<file path="src/rtl/mux_pkg.sv">
// Shared types for the channel mux / scan sequencer.
package mux_pkg;

  typedef enum logic [1:0] {
    ST_IDLE   = 2'd0,
    ST_DIRECT = 2'd1,
    ST_SCAN   = 2'd2
  } state_e;

  typedef enum logic {
    MODE_DIRECT = 1'b0,
    MODE_SCAN   = 1'b1
  } mode_e;

endpackage

</file>
<file path="src/rtl/mux_ch_sel.sv">
// Combinational channel extractor. Selecting a channel that does not exist
// gives zero data and raises err_o.
module mux_ch_sel #(
  parameter int unsigned N_CH  = 16,
  parameter int unsigned W     = 8,
  parameter int unsigned SEL_W = $clog2(N_CH)
) (
  input  logic [N_CH*W-1:0] d_i,
  input  logic [SEL_W-1:0]  sel_i,
  output logic [W-1:0]      y_o,
  output logic              err_o
);

  // Scan all channels; only an in-range match clears the error flag.
  always_comb begin
    y_o   = '0;
    err_o = 1'b1;
    for (int unsigned k = 0; k < N_CH; k++) begin
      if (32'(sel_i) == k) begin
        y_o   = d_i[k*W +: W];
        err_o = 1'b0;
      end
    end
  end

endmodule

</file>
<file path="src/rtl/mux_scan_seq.sv">
// Channel mux with a direct-select mode and a masked scan mode, feeding a
// single registered valid/ready output stage.
module mux_scan_seq
  import mux_pkg::*;
#(
  parameter int unsigned N_CH  = 16,
  parameter int unsigned W     = 8,
  parameter int unsigned SEL_W = $clog2(N_CH)
) (
  input  logic              clk,
  input  logic              rst,
  input  logic [N_CH*W-1:0] d,
  input  logic [SEL_W-1:0]  s,
  input  logic              mode,
  input  logic [N_CH-1:0]   en_mask,
  input  logic              start,
  output logic [W-1:0]      y,
  output logic [SEL_W-1:0]  y_ch,
  output logic              y_valid,
  input  logic              y_ready,
  output logic              sel_err,
  output logic              busy,
  output logic              done
);

  localparam logic [SEL_W-1:0] LAST_CH = SEL_W'(N_CH - 1);

  state_e           state_q, state_d;
  logic [SEL_W-1:0] cnt_q, cnt_d;
  logic [SEL_W-1:0] sel_q, sel_d;
  logic [W-1:0]     y_q, y_d;
  logic [SEL_W-1:0] y_ch_q, y_ch_d;
  logic             y_valid_q, y_valid_d;
  logic             sel_err_q, sel_err_d;
  logic             done_q, done_d;

  logic             stage_free;
  logic [SEL_W-1:0] mux_sel;
  logic [W-1:0]     mux_y;
  logic             mux_err;

  assign stage_free = !y_valid_q || y_ready;
  // One extractor serves both modes: the scan counter in SCAN, the latched select otherwise.
  assign mux_sel    = (state_q == ST_SCAN) ? cnt_q : sel_q;

  mux_ch_sel #(
    .N_CH  (N_CH),
    .W     (W),
    .SEL_W (SEL_W)
  ) u_ch_sel (
    .d_i   (d),
    .sel_i (mux_sel),
    .y_o   (mux_y),
    .err_o (mux_err)
  );

  // Next-state, counter and output-stage load decisions.
  always_comb begin
    state_d   = state_q;
    cnt_d     = cnt_q;
    sel_d     = sel_q;
    y_d       = y_q;
    y_ch_d    = y_ch_q;
    sel_err_d = sel_err_q;
    done_d    = 1'b0;
    y_valid_d = y_valid_q && !y_ready;
    case (state_q)
      ST_IDLE: begin
        if (start) begin
          if (mode == MODE_SCAN) begin
            state_d = ST_SCAN;
            cnt_d   = '0;
          end else begin
            state_d = ST_DIRECT;
            sel_d   = s;
          end
        end
      end
      ST_DIRECT: begin
        if (stage_free) begin
          y_d       = mux_y;
          y_ch_d    = sel_q;
          sel_err_d = mux_err;
          y_valid_d = 1'b1;
          state_d   = ST_IDLE;
        end
      end
      ST_SCAN: begin
        if (stage_free) begin
          if (en_mask[cnt_q]) begin
            y_d       = mux_y;
            y_ch_d    = cnt_q;
            sel_err_d = 1'b0;
            y_valid_d = 1'b1;
          end
          if (cnt_q == LAST_CH) begin
            state_d = ST_IDLE;
            done_d  = 1'b1;
          end else begin
            cnt_d = cnt_q + SEL_W'(1);
          end
        end
      end
      default: state_d = ST_IDLE;
    endcase
  end

  // State and output registers with synchronous reset.
  always_ff @(posedge clk) begin
    if (rst) begin
      state_q   <= ST_IDLE;
      cnt_q     <= '0;
      sel_q     <= '0;
      y_q       <= '0;
      y_ch_q    <= '0;
      y_valid_q <= 1'b0;
      sel_err_q <= 1'b0;
      done_q    <= 1'b0;
    end else begin
      state_q   <= state_d;
      cnt_q     <= cnt_d;
      sel_q     <= sel_d;
      y_q       <= y_d;
      y_ch_q    <= y_ch_d;
      y_valid_q <= y_valid_d;
      sel_err_q <= sel_err_d;
      done_q    <= done_d;
    end
  end

  assign y       = y_q;
  assign y_ch    = y_ch_q;
  assign y_valid = y_valid_q;
  assign sel_err = sel_err_q;
  assign done    = done_q;
  assign busy    = (state_q != ST_IDLE);

endmodule

</file>
<file path="config.mk">
export PLATFORM = sky130hd
export DESIGN_NAME = mux_scan_seq
export DESIGN_NICKNAME = d
export VERILOG_FILES = /design/src/rtl/mux_pkg.sv /design/src/rtl/mux_ch_sel.sv /design/src/rtl/mux_scan_seq.sv
export SDC_FILE = /design/constraint.sdc
export NUM_CORES = 1
export LEC_CHECK = 0
export ABC_AREA = 1
export BUFFER_PORTS_ARGS = -buffer_cell sky130_fd_sc_hd__clkbuf_2
export CORE_ASPECT_RATIO = 0.7
export CORE_MARGIN = 8
export CORE_UTILIZATION = 43
export CTS_BUF_LIST = sky130_fd_sc_hd__clkbuf_4 sky130_fd_sc_hd__clkbuf_8 sky130_fd_sc_hd__clkbuf_16
export CTS_CLUSTER_DIAMETER = 100
export DETAILED_ROUTE_END_ITERATION = 10
export PLACE_DENSITY = 0.82
export SLEW_MARGIN = 25
export SYNTH_ARGS = -nofsm -noshare
export SYNTH_HDL_FRONTEND = slang
export SYNTH_SLANG_ARGS = --single-unit
</file>
<file path="constraint.sdc">
create_clock -name clk -period 2.8 [get_ports clk]
set_input_delay 0.28 -clock clk [delete_from_list [all_inputs] [get_ports clk]]
set_output_delay 0.28 -clock clk [all_outputs]
set_load 0.1 [all_outputs]
</file>
==> results of run 1 <==
==> state kept, by name, indices dropped and copies added, names as in the netlist <==
| name | count |
|---|---|
| y_ch | 4 |
| y_valid | 1 |
| cnt_q | 4 |
| y | 8 |
| sel_err | 1 |
| done | 1 |
| state_q | 2 |
| sel_q | 4 |
==> stage by stage <==
| step | hold slack (ns) | std cells | util |
|---|---|---|---|
| global route | 0.273 | 677 | 0.614 |
| CTS | 0.265 | 677 | 0.614 |
| finish | 0.277 | 677 | 0.614 |
| detailed placement | 0.438 | 673 | 0.605 |
| global placement | 0.436 | 673 | 0.605 |
| floorplan | 0.445 | 434 | - |
==> power breakdown <==
group,internal [W],leakage [nW],switching [W]
combinational,0.000602,1.57,0.00166
clock,0.000101,0.0217,0.000121
sequential,0.000466,0.205,0.000100
==> final timing paths <==
kind / slack [ns] / end / startpoint
hold reg to reg: 0.45 / sel_err$_SDFFE_PP0P_ / sel_err$_SDFFE_PP0P_
setup / recovery: 0.30 / y[3]$_SDFFE_PP0P_ / state_q[0]$_SDFFE_PP0P_
setup reg to reg: 0.30 / y[3]$_SDFFE_PP0P_ / state_q[0]$_SDFFE_PP0P_
hold / removal: 0.28 / sel_q[2]$_SDFFE_PP0P_ / s[2]
==> cell families (layout without fill, tap and decap cells) <==
group                      count (synthesis)  count (layout)  share of synthesized area
AOI/OAI and AO/OA                         61              61                      0.139
adders and majority gates                  4               4                     0.0194
buffers and inverters                     60             228                      0.103
DFF                                       25              25                      0.194
and+or+nand+nor                          284             284                      0.544
==> cell type report <==
type | instances | area (sq um) | area share
clock buffers | 3 | 41.3 | 0.0117
inverters | 53 | 216 | 0.0613
flip-flops and latches | 25 | 500 | 0.142
multi-input cells | 349 | 1810 | 0.512
well taps | 75 | 93.8 | 0.0266
repair buffers | 171 | 863 | 0.244
clock inverters | 1 | 7.51 | 0.00213
==> synth_stat cells, drive strengths merged, types with 2 or more instances <==
| cell | number |
|---|---|
| nand2 | 137 |
| nor2 | 94 |
| inv | 53 |
| a21oi | 27 |
| dfxtp | 25 |
| nand3 | 24 |
| o21ai | 22 |
| nand4 | 20 |
| a211oi | 5 |
| buf | 5 |
| ha | 4 |
| or2 | 4 |
| o22ai | 3 |
| and3 | 2 |
| clkbuf | 2 |
| o221ai | 2 |
==> worst min-delay path, delay by kind of cell <==
family	cells	cell delay, ns
AOI/OAI and AO/OA	1	0.06
and+or+nand+nor	1	0.08
buffers and inverters	1	0.08
==> layer usage <==
layer	GRT usage	wire length, um	vias to the layer above
li1	-	-	1742
met1	0.277	4180	1491
met2	0.353	4610	162
met3	0.0672	990	10
met4	0.0327	90	0
met5	0	0	-
==> metrics.cfg, run 1 <==
[outcome]
status=finished, final reports clean

[cells_and_area]
num_antenna_cells=0
final_common_cell=clkbuf_2
area_growth_pct=37.1
final_area_sq_um=3530
final.fill_count=555
nNetsFinal=760
layout_common_cells=clkbuf_2 (168), nand2_1 (121), nor2_1 (75), inv_1 (45), dfxtp_1 (25)
drive_gt1_frac=0.369

[worst_setup_path]
worst_path_max_delay_cell=dfxtp_1
crit_arrival_ns=2.66
rr_worst_depth=19
crit_buf_inv=4
critPathCaptureType=flip-flop
crit_type=flip-flop to flip-flop
startpoint_type=flip-flop
required_ns=2.95
crit_cells=19
cp_top_family=simple AND/OR/NAND/NOR gates
cp_slowest_stage_delay_ns=0.35
cp_max_fo=17
worstPathCellList=inv_1 > ha_1 > buf_4 > inv_8 > nand2_4 > nand2_4 > inv_4 > nand2_4 > nor2_4 > nand2_1 > nand3_1 > nor2_1 > nand4_1 > nor2_1 > nand4_1 > nor2_1 > nand4_1 > nand2_1 > a21oi_1

[timing]
finalSetupViolCount=0
fin_ws_ns=0.296
fin_skew_ns=0.00403
fin_setup_tns_ns=0
fin_crit_ns=2.50
rsz0062_at_grt=false
finalHoldViolCount=0
timing.final.max_slew_violations=0
max_freq_mhz=399
max_slew_margin=0.627
tightestPinTransition_ns=0.563
finalCritPeriodShare=0.894

[placement]
portBuffers=168
gp_congestion=0.888
post-place-ws_ns=0.363
place_area_sq_um=3480
hpwl_um=8550

[floorplan]
die_h_um=80.8
die-width_um=109
rows=23
die-area_sq_um=8760
core_sq_um=5760
io_pins=169
start_util=0.448

[synth]
synth.area.top_cells=dfxtp_1 (19%), nand2_1 (18%), nor2_1 (11%), inv_1 (6.6%), nand4_1 (4.9%)
yosysUniqueCellTypes=35
synth_ff_type=dfxtp_1
ys_seq_area_frac=0.194
syn_area_sq_um=2580
yosysWarnings=0
post-synth-top-area-cell=dfxtp_1
netlist_instances=434
postSynthNetCount=591
ys_ff_latch=25
async_flop_share=0
synth_top_area_share=0.194
synth_edf_count=0
post_synth.cell_area_avg_sq_um=5.94

[power_and_ir_drop]
p_total_w=0.00305
p_per_area_nw_per_um2=863
leakage_nw=1.80
ir_drop_uv=713

[clocking]
cts_tree=built
clockRootBuffer=clkbuf_8
post_cts_buffers=0
clkTransAtPathRegs_ns=0.09
clock_latency_ns=0.27
cts_inserted_buffers=3
cts.sinks=25
cts.htree.levels=1
holdBufCountCts=0
cts.path.max_buffers=2
cts.repair.resized=0

[worst_hold_path]
min_path_cells=3
hp-class=input port to flip-flop

[route]
ant_nets=0
drt-initial-drc-count=184
wl_um=9870
post_drt_via_cell_ratio=5.03
dr.pass1.iters=5
drc=0
routed-via-count=3405
routedWlPerCell_um=14.6

[global_routing]
grt_pass1_vias=3426
grtUsageTotal=0.215
grt_first_pass_wirelength_um=15700
grt_max_degree=18
grt_overflow=0
grt_antenna_before_repair=0

[job]
cap_violations=0

No activity file was read; power rests on OpenSTA's default activity.
==> run 2, diff against run 1 <==
REMOVE_ABC_BUFFERS = 1   (was unset)
==> metrics.cfg, run 2 (synthesis results as in run 1) <==
[clocking]
clockRootBuffer=clkbuf_8
clkTransAtPathRegs_ns=0.09  ; about the same
holdBufCountCts=0  ; unchanged
cts.path.max_buffers=2  ; unchanged
cts.htree.levels=1  ; unchanged
post_cts_buffers=0  ; unchanged
cts_tree=built
cts_inserted_buffers=3  ; unchanged
clock_latency_ns=0.27  ; about the same
cts.sinks=25  ; unchanged
cts.repair.resized=0  ; unchanged

[timing]
timing.final.max_slew_violations=0  ; unchanged
tightestPinTransition_ns=0.558  ; -0.00459 ns
fin_ws_ns=0.278  ; -0.0175 ns
rsz0062_at_grt=false
whs_ns=0.281  ; +0.00343 ns
fin_skew_ns=0.00152  ; -0.00251 ns
fin_crit_ns=2.52  ; +0.0175 ns
max_slew_margin=0.630  ; +0.00305
finalCritPeriodShare=0.901  ; +0.00623
finalSetupViolCount=0  ; unchanged
max_freq_mhz=397  ; -0.69%
fin_setup_tns_ns=0  ; unchanged
finalHoldViolCount=0  ; unchanged

[cells_and_area]
final_common_cell=clkbuf_2
area_growth_pct=37.1  ; unchanged
final_area_sq_um=3530  ; unchanged
multi_input_area_sq_um=1810  ; unchanged
layout_common_cells=clkbuf_2 (168), nand2_1 (121), nor2_1 (75), inv_1 (45), dfxtp_1 (25)
regArea_sq_um=500  ; unchanged
fin_cells=677  ; unchanged
final.fill_count=588  ; +5.9%
largest_reg_flops=8  ; unchanged
nNetsFinal=760  ; unchanged
num_antenna_cells=0  ; unchanged
drive_gt1_frac=0.369  ; unchanged

[power_and_ir_drop]
power_switching_w=0.00187  ; -0.19%
seqPwrFrac=0.184  ; -0.002
switching_share=0.613  ; -0.00292
p_int_w=0.00118  ; +1.0%
ir_drop_uv=681  ; -4.6%
leakage_nw=1.80  ; +0.25%
clockPowerShare=0.076  ; +0.003
p_per_area_nw_per_um2=865  ; +0.28%
combPwrFrac=0.740  ; about the same

[route]
wl_um=10300  ; +3.9%
routedWlPerCell_um=15.2  ; +3.9%
routed-via-count=3426  ; +0.62%
dr.pass1.iters=5  ; unchanged
drc=0  ; unchanged
drt-initial-drc-count=130  ; -29%
post_drt_via_cell_ratio=5.06  ; +0.62%
ant_nets=0  ; unchanged

[worst_setup_path]
rr_worst_depth=19  ; unchanged
crit_arrival_ns=2.67  ; about the same
worstPathCellList=inv_1 > ha_1 > buf_4 > inv_8 > nand2_4 > nand2_4 > inv_4 > nand2_4 > nor2_4 > nand2_1 > nand3_1 > nor2_1 > nand4_1 > nor2_1 > nand4_1 > nor2_1 > nand4_1 > nand2_1 > a21oi_1
cp_max_fo=17  ; unchanged
startpoint_type=flip-flop
crit_type=flip-flop to flip-flop
cp_slowest_stage_delay_ns=0.36  ; about the same
required_ns=2.95  ; about the same
critPathCaptureType=flip-flop
worst_path_max_delay_cell=dfxtp_1

[global_routing]
met3_usage=0.0798  ; +0.0126
gr-usage-met2=0.377  ; +0.0243
grt_antenna_before_repair=0  ; unchanged
grt_overflow=0  ; unchanged
grt_max_degree=18  ; unchanged
grtUsageTotal=0.227  ; +0.0122
grt_most_used_layer=met2
grt_first_pass_wirelength_um=16400  ; +4.3%
grtUsageMet1=0.278  ; +0.000924
grt_pass1_vias=3561  ; +3.9%

[worst_hold_path]
hp-class=input port to flip-flop
min_path_cells=3  ; unchanged

[placement]
place_area_sq_um=3480  ; unchanged
portBuffers=168  ; unchanged
place_inst=673  ; unchanged
post-place-ws_ns=0.335  ; -0.0275 ns
gp_congestion=0.927  ; +4.4%
hpwl_um=8790  ; +2.8%

[floorplan]
die-area_sq_um=8760  ; unchanged
rows=23  ; unchanged
core_sq_um=5760  ; unchanged
die_h_um=80.8  ; unchanged
die-width_um=109  ; unchanged
io_pins=169  ; unchanged
start_util=0.448  ; unchanged

[outcome]
status=finished, final reports clean

[job]
cap_violations=0  ; unchanged

[run 2: cell types whose count changed in the layout (fill, tap and decap cells not counted)]
cell	change
clkinvlp_4	-1
clkbuf_4	+1
[run 2: path summary, 6_finish.rpt]
kind | to | startpoint | slack (ns)
setup / recovery | y[3]$_SDFFE_PP0P_ | state_q[0]$_SDFFE_PP0P_ | 0.28
hold / removal | sel_q[2]$_SDFFE_PP0P_ | s[2] | 0.28
setup reg to reg | y[3]$_SDFFE_PP0P_ | state_q[0]$_SDFFE_PP0P_ | 0.28
hold reg to reg | sel_err$_SDFFE_PP0P_ | sel_err$_SDFFE_PP0P_ | 0.45
[run 2: worst max-delay path, delay by kind of cell (launching register included)]
| family | cells | cell delay (ns) |
|---|---|---|
| AO/OA/AOI/OAI | 1 | 0.05 |
| adder cells (fa/ha/maj) | 1 | 0.20 |
| buffers and inverters | 4 | 0.45 |
| flip-flops | 1 | 0.36 |
| AND/OR/NAND/NOR | 13 | 1.33 |
[run 2: power groups by stage]
stage | Sequential (W) | Combinational, W | Clock, W
global route | 0.000579 | 0.00246 | 0.000252
floorplan | 0.00111 | 0.00117 | 0
CTS | 0.000562 | 0.00226 | 0.000237
detailed placement | 0.000569 | 0.00225 | 0
global placement | 0.000564 | 0.00221 | 0
finish | 0.000564 | 0.00226 | 0.000231
[run 2: layout make-up]
class	instances	area share
multi-input combinational	349	0.512
clock buffer	4	0.0138
timing repair buffer	171	0.244
inverter	53	0.0613
tap	75	0.0266
sequential	25	0.142
[run 2: metal layers]
layer | vias up | share of wire
met5 | - | 0
met4 | 0 | 0.015
met3 | 16 | 0.11
met2 | 174 | 0.47
met1 | 1502 | 0.41
li1 | 1734 | -
[run 2: stage by stage]
step / power, W / utilization
after floorplan: 0.00228 / -
after global placement: 0.00277 / 0.605
after global routing: 0.00329 / 0.614
after CTS: 0.00306 / 0.614
after detailed placement: 0.00282 / 0.605
final: 0.00306 / 0.614
==> run 3, diff against run 2 <==
ABC_AREA = unset   (was 1)
CORE_UTILIZATION = 45   (was 43)
MAX_ROUTING_LAYER = met4   (was unset)
==> metrics.cfg, run 3 <==
[outcome]
status=finished, final reports clean

[synth]
syn_area_sq_um=2880  ; +12%
post-synth-top-area-cell=dfxtp_1
synthTopCellsByCount=nand2_1 (64), nor2_1 (36), a21oi_1 (27), dfxtp_1 (25), o21ai_0 (22)
synth_edf_count=0  ; unchanged
synth_ff_type=dfxtp_1
synth_most_common_cell=nand2_1
ys_ff_latch=25  ; unchanged
netlist_instances=398  ; -8.3%
post_synth.cell_area_avg_sq_um=7.24  ; +22%
async_flop_share=0  ; unchanged
synth.area.top_cells=dfxtp_1 (17%), nand2_1 (8.3%), mux2i_1 (5.9%), mux4_2 (5.5%), a21oi_1 (4.7%)
ys_seq_area_frac=0.174  ; -0.0206
yosysUniqueCellTypes=60  ; +71%
synth_top_area_share=0.174  ; -0.0206
yosysWarnings=0  ; unchanged

[power_and_ir_drop]
p_int_w=0.000756  ; -36%
combPwrFrac=0.520  ; -0.220
leakage_nw=1.69  ; -6.2%
clockPowerShare=0.178  ; +0.102
switching_share=0.437  ; -0.176
ir_drop_uv=207  ; -70%
seqPwrFrac=0.302  ; +0.118
power_switching_w=0.000588  ; -69%
p_per_area_nw_per_um2=348  ; -60%

[floorplan]
io_pins=169  ; unchanged
die-area_sq_um=9260  ; +5.7%
rows=24  ; +4.3%
die_h_um=83.0  ; +2.7%
die-width_um=112  ; +2.9%
core_sq_um=6220  ; +8.0%
start_util=0.464  ; +0.0160

[clocking]
post_cts_buffers=0  ; unchanged
clock_latency_ns=0.28  ; about the same
clockRootBuffer=clkbuf_8
clkTransAtPathRegs_ns=0.10  ; about the same
cts.sinks=25  ; unchanged
cts_tree=built
cts.path.max_buffers=2  ; unchanged
cts_inserted_buffers=3  ; unchanged
cts.htree.levels=1  ; unchanged

[timing]
max_freq_mhz=382  ; -3.8%
fin_ws_ns=0.179  ; -0.0993 ns
max_slew_margin=0.477  ; -0.152
rsz0062_at_grt=false
fin_crit_ns=2.62  ; +0.0993 ns
finalHoldViolCount=0  ; unchanged
fin_setup_tns_ns=0  ; unchanged
tightestPinTransition_ns=0.781  ; +0.223 ns
finalCritPeriodShare=0.936  ; +0.0354
timing.final.max_slew_violations=0  ; unchanged
whs_ns=0.231  ; -0.0498 ns
fin_skew_ns=0.00319  ; +0.00167 ns
finalSetupViolCount=0  ; unchanged

[placement]
place_inst=627  ; -6.8%
hpwl_um=9580  ; +9.1%
portBuffers=168  ; unchanged
gp_congestion=0.899  ; -3.0%
post-place-ws_ns=0.209  ; -0.126 ns

[cells_and_area]
nNetsFinal=711  ; -6.4%
regArea_sq_um=500  ; unchanged
largest_reg_flops=8  ; unchanged
multi_input_area_sq_um=2180  ; +21%
final.fill_count=615  ; +4.6%
area_growth_pct=34.1
drive_gt1_frac=0.394  ; +0.0254
fin_util=0.622  ; +0.00788
layout_common_cells=clkbuf_2 (168), nand2_1 (63), nor2_1 (36), a21oi_1 (26), dfxtp_1 (25)
final_common_cell=clkbuf_2
num_antenna_cells=0  ; unchanged
fin_cells=631  ; -6.8%

[worst_setup_path]
crit_cells=9  ; -10
worstPathCellList=inv_1 > ha_1 > buf_4 > or3b_2 > and2_1 > a2bb2oi_1 > o221ai_1 > o211ai_1 > a31o_2
required_ns=2.98  ; +0.03 ns
cp_max_fo=19  ; +2
timing.rr.start=state_q[0]$_SDFFE_PP0P_
ff2ff_setup_slack_ns=0.18  ; -0.10 ns
rr_worst_depth=9  ; -10
critPathCaptureType=flip-flop
cp_slowest_stage_delay_ns=0.50  ; +0.14 ns
crit_buf_inv=2  ; -2
crit_end=y[6]$_SDFFE_PP0P_
crit_arrival_ns=2.80  ; +0.13 ns
r2r_end=y[6]$_SDFFE_PP0P_
worstSetupStartpoint=state_q[0]$_SDFFE_PP0P_
worst_path_max_delay_cell=or3b_2
crit_type=flip-flop to flip-flop
startpoint_type=flip-flop
cp_top_family=simple AND/OR/NAND/NOR gates

[worst_hold_path]
hp-class=input port to flip-flop

[route]
wl_um=11900  ; +16%
routed-via-count=3834  ; +12%
ant_nets=0  ; unchanged
drt-initial-drc-count=400  ; +210%
drc=0  ; unchanged
post_drt_via_cell_ratio=6.08  ; +20%
routedWlPerCell_um=18.9  ; +25%
dr.pass1.iters=5  ; unchanged

[global_routing]
grt_max_degree=28  ; +10
grtUsageTotal=0.253  ; +0.0261
grt_pass1_vias=3850  ; +8.1%
grt_overflow=0  ; unchanged
grt_antenna_before_repair=0  ; unchanged
grt_first_pass_wirelength_um=19100  ; +16%

[job]
cap_violations=0  ; unchanged

[run 3: changes by cell type after synthesis, sizes merged, moves of 8 or more]
cell / change
nand2: -73
nor2: -58
inv: -45
mux2i: +18
nand4: -17
buf: +16
clkbuf: +14
o211ai: +11
nand3: -10
nor3: +10
mux2: +8
[run 3: layer usage]
layer,track usage,vias to the layer above,routed length [um]
met2,0.415,223,5560
met4,0.0519,0,138
met5,-,-,0
met1,0.307,1785,5080
met3,0.0665,16,1150
li1,-,1810,-
[run 3: power by group through the flow]
stage               Combinational [W]  Clock, W  Sequential [W]
floorplan                    0.000292         0        0.000555
global placement             0.000673         0        0.000411
detailed placement           0.000682         0        0.000413
CTS                          0.000685  0.000241        0.000405
global route                 0.000748  0.000260        0.000409
finish                       0.000699  0.000239        0.000406
[run 3: area by class of cell]
| class | count | area share |
|---|---|---|
| Timing Repair Buffer | 188 | 0.260 |
| Inverter | 8 | 0.00777 |
| Sequential cell | 25 | 0.130 |
| Tap cell | 78 | 0.0253 |
| Clock buffer | 4 | 0.0126 |
| Multi-Input combinational cell | 328 | 0.565 |
[run 3: through the flow]
step | power, W | instance area [sq um]
after floorplan | 0.000847 | 2680
after global placement | 0.00108 | 3800
after detailed placement | 0.00109 | 3800
after CTS | 0.00133 | 3840
after global routing | 0.00142 | 3860
final | 0.00134 | 3860
[run 3: repair_timing]
action	CTS	global route
hold buffers	0	0
hold endpoints to repair	0	0
gates resized for setup	0	4
endpoints found under the setup margin	0	3
[run 3: worst reg2reg max path: cells and delay by family (launching register included)]
family,cells,cell delay [ns]
and+or+nand+nor,2,0.82
AOI/OAI and AO/OA,4,0.76
DFF,1,0.38
buffers and inverters,2,0.31
adders and majority gates,1,0.27
[run 3: worst min-delay path by stage]
stage                       startpoint                      end  slack, ns  cells after the start
3_3_place_gp   state_q[1]$_SDFFE_PP0P_  state_q[1]$_SDFFE_PP0P_       0.46                      2
2_1_floorplan                      rst    cnt_q[1]$_SDFFE_PP0P_       0.35                      1
3_5_place_dp      sel_err$_SDFFE_PP0P_     sel_err$_SDFFE_PP0P_       0.47                      1
4_1_cts                           s[2]    sel_q[2]$_SDFFE_PP0P_       0.24                      3
6_report                          s[0]    sel_q[0]$_SDFFE_PP0P_       0.23                      3
5_1_grt                           s[2]    sel_q[2]$_SDFFE_PP0P_       0.25                      3
[run 3: cells by family (layout without fill, tap and decap cells)]
family,count (synthesis),in the layout,synth area share
simple gates,159,159,0.254
compound gates,132,132,0.325
buf+inv,45,200,0.0795
mux,33,33,0.151
flops,25,25,0.174
fa+ha+maj,4,4,0.0174
